--- src/rtl/intr_ctrl_pkg.sv ---
// Shared constants for the interrupt controller: IO port offsets and CAUSE encoding.
package intr_ctrl_pkg;

  localparam int MASK_OFS      = 0;
  localparam int PEND_OFS      = 1;
  localparam int CAUSE_OFS     = 2;
  localparam int CAUSE_VLD_BIT = 7;

  function automatic logic [7:0] cause_code(input logic [2:0] idx);
    logic [7:0] c;
    c = 8'h00;
    c[CAUSE_VLD_BIT] = 1'b1;
    c[2:0] = idx;
    return c;
  endfunction

endpackage

--- src/rtl/intr_ctrl_sync.sv ---
// Single-source synchroniser and rising-edge detector with a settle-inhibit gate.
module irq_sync_edge #(
  parameter int SYNC_STAGES = 2
) (
  input  logic CLK,
  input  logic RESET,
  input  logic irq,
  input  logic inhibit,
  output logic edge_det
);

  logic [SYNC_STAGES-1:0] sync_q;
  logic                   last_q;

  always_ff @(posedge CLK or posedge RESET) begin
    if (RESET) begin
      sync_q <= '0;
      last_q <= 1'b0;
    end else begin
      sync_q <= {sync_q[SYNC_STAGES-2:0], irq};
      last_q <= sync_q[SYNC_STAGES-1];
    end
  end

  // last_q keeps tracking during inhibit, so a level held through reset is never seen as an edge
  assign edge_det = sync_q[SYNC_STAGES-1] & ~last_q & ~inhibit;

endmodule

--- src/rtl/intr_ctrl.sv ---
// Interrupt controller: edge-latched pending bits, mask, global I flag,
// lowest-index priority, CAUSE capture on acknowledge and an IO register window.
module intr_ctrl
  import intr_ctrl_pkg::*;
#(
  parameter int         NUM_SRC     = 4,
  parameter int         SYNC_STAGES = 2,
  parameter logic [7:0] BASE_ID     = 8'hF0
) (
  input  logic               CLK,
  input  logic               RESET,
  input  logic [NUM_SRC-1:0] IRQ,
  input  logic               I_SET,
  input  logic               I_CLR,
  input  logic               INT_ACK,
  input  logic [7:0]         PORT_ID,
  input  logic [7:0]         OUT_PORT,
  input  logic               IO_STRB,
  output logic               INT,
  output logic [7:0]         IN_DATA,
  output logic               I_FLAG
);

  localparam int         SETTLE   = SYNC_STAGES + 1;
  localparam int         CW       = $clog2(SETTLE + 1);
  localparam logic [7:0] ID_MASK  = BASE_ID + 8'(MASK_OFS);
  localparam logic [7:0] ID_PEND  = BASE_ID + 8'(PEND_OFS);
  localparam logic [7:0] ID_CAUSE = BASE_ID + 8'(CAUSE_OFS);

  logic [CW-1:0]      settle_cnt;
  logic               inhibit;
  logic [NUM_SRC-1:0] edge_vec;
  logic [NUM_SRC-1:0] mask_q;
  logic [NUM_SRC-1:0] pend_q;
  logic [7:0]         cause_q;
  logic               i_flag_q;
  logic [NUM_SRC-1:0] req;
  logic [NUM_SRC-1:0] win_oh;
  logic [2:0]         win_idx;
  logic               have_win;
  logic               wr_mask;
  logic               wr_pend;
  logic [NUM_SRC-1:0] pend_clr;
  logic               unused_out_port;

  always_ff @(posedge CLK or posedge RESET) begin
    if (RESET) settle_cnt <= CW'(SETTLE);
    else if (settle_cnt != '0) settle_cnt <= settle_cnt - CW'(1);
  end

  assign inhibit = (settle_cnt != '0);

  for (genvar g = 0; g < NUM_SRC; g++) begin : g_src
    irq_sync_edge #(.SYNC_STAGES(SYNC_STAGES)) u_sync (
      .CLK      (CLK),
      .RESET    (RESET),
      .irq      (IRQ[g]),
      .inhibit  (inhibit),
      .edge_det (edge_vec[g])
    );
  end

  assign req = pend_q & mask_q;

  // descending scan so the lowest set index is the last to assign
  always_comb begin
    win_idx  = 3'd0;
    win_oh   = '0;
    have_win = 1'b0;
    for (int i = NUM_SRC - 1; i >= 0; i--) begin
      if (req[i]) begin
        win_idx   = 3'(i);
        win_oh    = '0;
        win_oh[i] = 1'b1;
        have_win  = 1'b1;
      end
    end
  end

  assign wr_mask  = IO_STRB && (PORT_ID == ID_MASK);
  assign wr_pend  = IO_STRB && (PORT_ID == ID_PEND);
  assign pend_clr = ((INT_ACK && have_win) ? win_oh : '0)
                  | (wr_pend ? OUT_PORT[NUM_SRC-1:0] : '0);

  always_ff @(posedge CLK or posedge RESET) begin
    if (RESET) begin
      i_flag_q <= 1'b0;
      mask_q   <= '0;
      pend_q   <= '0;
      cause_q  <= 8'h00;
    end else begin
      if (I_CLR)      i_flag_q <= 1'b0;
      else if (I_SET) i_flag_q <= 1'b1;
      if (wr_mask) mask_q <= OUT_PORT[NUM_SRC-1:0];
      // new edges override any clear landing on the same cycle
      pend_q <= (pend_q & ~pend_clr) | edge_vec;
      if (INT_ACK) cause_q <= have_win ? cause_code(win_idx) : 8'h00;
    end
  end

  always_comb begin
    IN_DATA = 8'h00;
    if (PORT_ID == ID_MASK)       IN_DATA = 8'(mask_q);
    else if (PORT_ID == ID_PEND)  IN_DATA = 8'(pend_q);
    else if (PORT_ID == ID_CAUSE) IN_DATA = cause_q;
  end

  assign INT    = i_flag_q & (|req);
  assign I_FLAG = i_flag_q;

  assign unused_out_port = ^(OUT_PORT >> NUM_SRC);

endmodule

--- config.mk ---
export PLATFORM = sky130hd
export DESIGN_NAME = intr_ctrl
export DESIGN_NICKNAME = d
export VERILOG_FILES = /design/src/rtl/intr_ctrl_pkg.sv /design/src/rtl/intr_ctrl_sync.sv /design/src/rtl/intr_ctrl.sv
export SDC_FILE = /design/constraint.sdc
export NUM_CORES = 1
export LEC_CHECK = 0
export CAP_MARGIN = 20
export CELL_PAD_IN_SITES_DETAIL_PLACEMENT = 1
export CELL_PAD_IN_SITES_GLOBAL_PLACEMENT = 1
export CORE_ASPECT_RATIO = 1.2
export CORE_MARGIN = 2
export CORE_UTILIZATION = 35
export CTS_CLUSTER_DIAMETER = 60
export DETAILED_ROUTE_END_ITERATION = 16
export HOLD_SLACK_MARGIN = 0.12
export PLACE_DENSITY = 0.79
export SLEW_MARGIN = 15
export SYNTH_ARGS = -nofsm -noshare
export SYNTH_HDL_FRONTEND = slang
export SYNTH_SLANG_ARGS = --single-unit
--- constraint.sdc ---
create_clock -name CLK -period 1.62 [get_ports CLK]
set_input_delay 0.324 -clock CLK [delete_from_list [all_inputs] [get_ports CLK]]
set_output_delay 0.324 -clock CLK [all_outputs]
set_load 0.005 [all_outputs]
==> results.yml <==
final_layout:
  finalNetCount: 183
  drive_gt1_share_pct: 36.8
  antennaDiodeCount: 0
  syn2layout_area_growth_pct: 49.9
  stdcell_count: 191
  fin_util_pct: 56.2
global_routing:
  grt_overflow: 0
  grt.total_usage_pct: 17.7
  grt_pass1_vias: 1093
  antenna_found_initial: 0
  grt_first_pass_wirelength_um: 5170
  grt_start_max_net_pins: 27
die:
  die-area_um2: 3810
  initial_utilization_pct: 37.4
  fp.coreArea_um2: 3110
  die_y_um: 67.2
  fp-row-count: 22
  die_x_um: 56.7
  ios: 36
worst_setup_path:
  cp.arrival_ns: 1.45
  critical-path-top-delay-family: "compound AO/OA/AOI/OAI gates"
  path_cells: "a22o_1, a221oi_2, nor2b_1, buf_2"
  cp-end-kind: "primary output"
  path_max_fanout: 2
  path_buf_inv: 1
  critPathMaxStageDelay_ns: 0.41
  slowest_stage: "dfrtp_1"
  critPathRequiredTime_ns: 1.30
  startpoint_type: "flop"
  path_class: "flop to primary output"
synthesis:
  postSynthAreaPerCell_um2: 11.4
  synth_area_um2: 1160
  syn_inst: 102
  synth.distinct_cells: 33
  synth-seq-area-share_pct: 56.1
  yosys_warnings: 0
  ys_ff_latch: 26
  synthTopCellsByArea: "dfrtp_1 52%, dfstp_2 4.5%, mux2i_1 4.3%"
  synth_top_area_cell: "dfrtp_1"
  synth_top_area_share_pct: 51.6
route:
  drc: 0
  viasPerCell: 5.04
  dr.pass1.iters: 4
  antenna_left: 0
  first_iter_violations: 36
  wirelength_um: 3110
  routedWlPerCell_um: 16.3
  num_vias: 963
timing:
  setup_ws_ns: -0.150
  setup_viol: 3
  maxSlewViolCount: 0
  worst_clock_skew_ns: 0.00557
  rsz0062_at_grt: "yes"
  hold_viol_final: 0
  period_needed_ns: 1.77
  fmax_mhz: 565
  whs_ns: 0.339
  period_share_pct: 109
clocking:
  cts_tree: "yes"
  cts_buffers: 3
  clk_latency_ns: 0.31
  cts.path.max_buffers: 2
  clk_pin_slew_ns: 0.14
  cts_root_buf: "clkbuf_4"
  cts.sinks: 26
  h-tree-depth: 1
run_status:
  status: "finished, violations left"
  failed_checks: "negative setup slack"
placed_design:
  placed_cells: 182
  place.gp.congestion: 0.904
  hpwl_um: 2210
  io_buffers: 28
  dpl_worst_slack_ns: -0.649
power_and_ir_drop:
  p_leak_nw: 0.783
  p_per_area_nw_per_um2: 755
  total_power_mw: 1.32
  ir_drop_mv: 0.535
flow_run:
  cap_violations: 0
min_path:
  hp-class: "primary input to async pin"
[repair_timing]
item | in CTS | in global routing
endpoints found under the setup margin | 10 | 6
pin swaps | 7 | 5
hold buffers | 0 | 0
gates resized for setup | 52 | 6
setup buffers | 10 | 1
[path summary, 6_finish.rpt]
kind / to / start / slack [ns] / cells after the start
hold / removal: g_src[1].u_sync.sync_q[0] / RESET / 0.34 / 3
min in group CLK: g_src[1].u_sync.sync_q[1] / g_src[1].u_sync.sync_q[0] / 0.37 / 0
max in group asynchronous: settle_cnt[0] / RESET / 0.98 / 3
setup reg to reg: cause_q[7] / pend_q[3] / 0.07 / 8
setup / recovery: INT / pend_q[3] / -0.15 / 4
hold reg to reg: g_src[1].u_sync.sync_q[1] / g_src[1].u_sync.sync_q[0] / 0.37 / 0
[stage by stage]
| stage | cell area, um^2 | setup TNS, ns |
|---|---|---|
| global placement | 1610 | -5.57 |
| detailed placement | 1610 | -5.90 |
| floorplan | 1170 | 0 |
| finish | 1750 | -0.237 |
| CTS | 1740 | -0.242 |
| global route | 1750 | -0.440 |
[cell usage in the layout (no fill, tap or decap), types with 3 or more instances in the layout]
master / netlist / routed
buf_2: 1 / 6
buf_4: 3 / 20
buf_6: 0 / 5
clkbuf_4: 0 / 3
clkdlybuf4s50_1: 0 / 14
conb_1: 1 / 3
dfrtp_1: 24 / 24
dlygate4sd2_1: 0 / 5
inv_1: 7 / 7
mux2_2: 4 / 4
nand2_1: 4 / 4
nand3_1: 5 / 5
nand3b_1: 4 / 4
nor2_1: 6 / 6
nor3_1: 6 / 4
o21ai_0: 7 / 7
[metal layers]
metal	global-route usage [%]	vias up	wire, um	part of all wire (%)
met5	0	-	0	0
met1	20.0	471	1220	39
met3	1.92	2	192	6.2
met2	34.4	34	1680	54
li1	-	456	-	-
met4	6.25	0	12	0.39
[cells in the mapped netlist (all sizes together)]
| library cell | count |
|---|---|
| clkbuf | 2 |
| a21oi | 1 |
| inv | 7 |
| or3 | 1 |
| a221oi | 1 |
| xnor2 | 1 |
| a21bo | 2 |
| o22ai | 1 |
| nand3 | 5 |
| dfstp | 2 |
| nand2b | 1 |
| a41o | 1 |
| nor3 | 6 |
| nor4 | 1 |
| nand3b | 4 |
| nand4 | 1 |
| nor2 | 6 |
| a22oi | 1 |
| buf | 4 |
| or2 | 2 |
| a2bb2oi | 2 |
| nor2b | 2 |
| nand2 | 4 |
| dfrtp | 24 |
| a32oi | 1 |
| mux2 | 4 |
| mux2i | 5 |
| a22o | 1 |
| conb | 1 |
| o21ai | 7 |
| ha | 1 |
[logic make-up after synthesis]
group	share of synthesized area [%]
AO/OA/AOI/OAI	11.0
other	0.322
flip-flops	56.1
adder cells (fa/ha/maj)	1.07
buffers and inverters	5.26
AND/OR/NAND/NOR	17.4
multiplexers	8.16
XOR/XNOR	0.752
[tightest hold or removal path: stages]
cell             delay [ns]
clkdlybuf4s50_1        0.39
inv_1                  0.05
buf_4                  0.31
[power by group]
group	leakage, nW	internal [mW]	switching, mW	total, mW
registers	0.304	0.686	0.0238	0.710
clock network	0.0210	0.137	0.184	0.321
logic	0.458	0.168	0.120	0.288
[registers in the layout (all words and copies together) (netlist names)]
register	count
I_FLAG	1
g_src.u_sync.sync_q	8
g_src.u_sync.last_q	4
cause_q	3
pend_q	4
settle_cnt	2
mask_q	4
[layout make-up]
cell class                 count  area (um^2)
inverter                       7         26.3
clock buffer                   4         36.3
sequential                    26          653
multi-input combinational     65          534
timing repair buffer          53          452
tap                           36         45.0
fill                         352         1360
(Power assumes the default switching activity.)
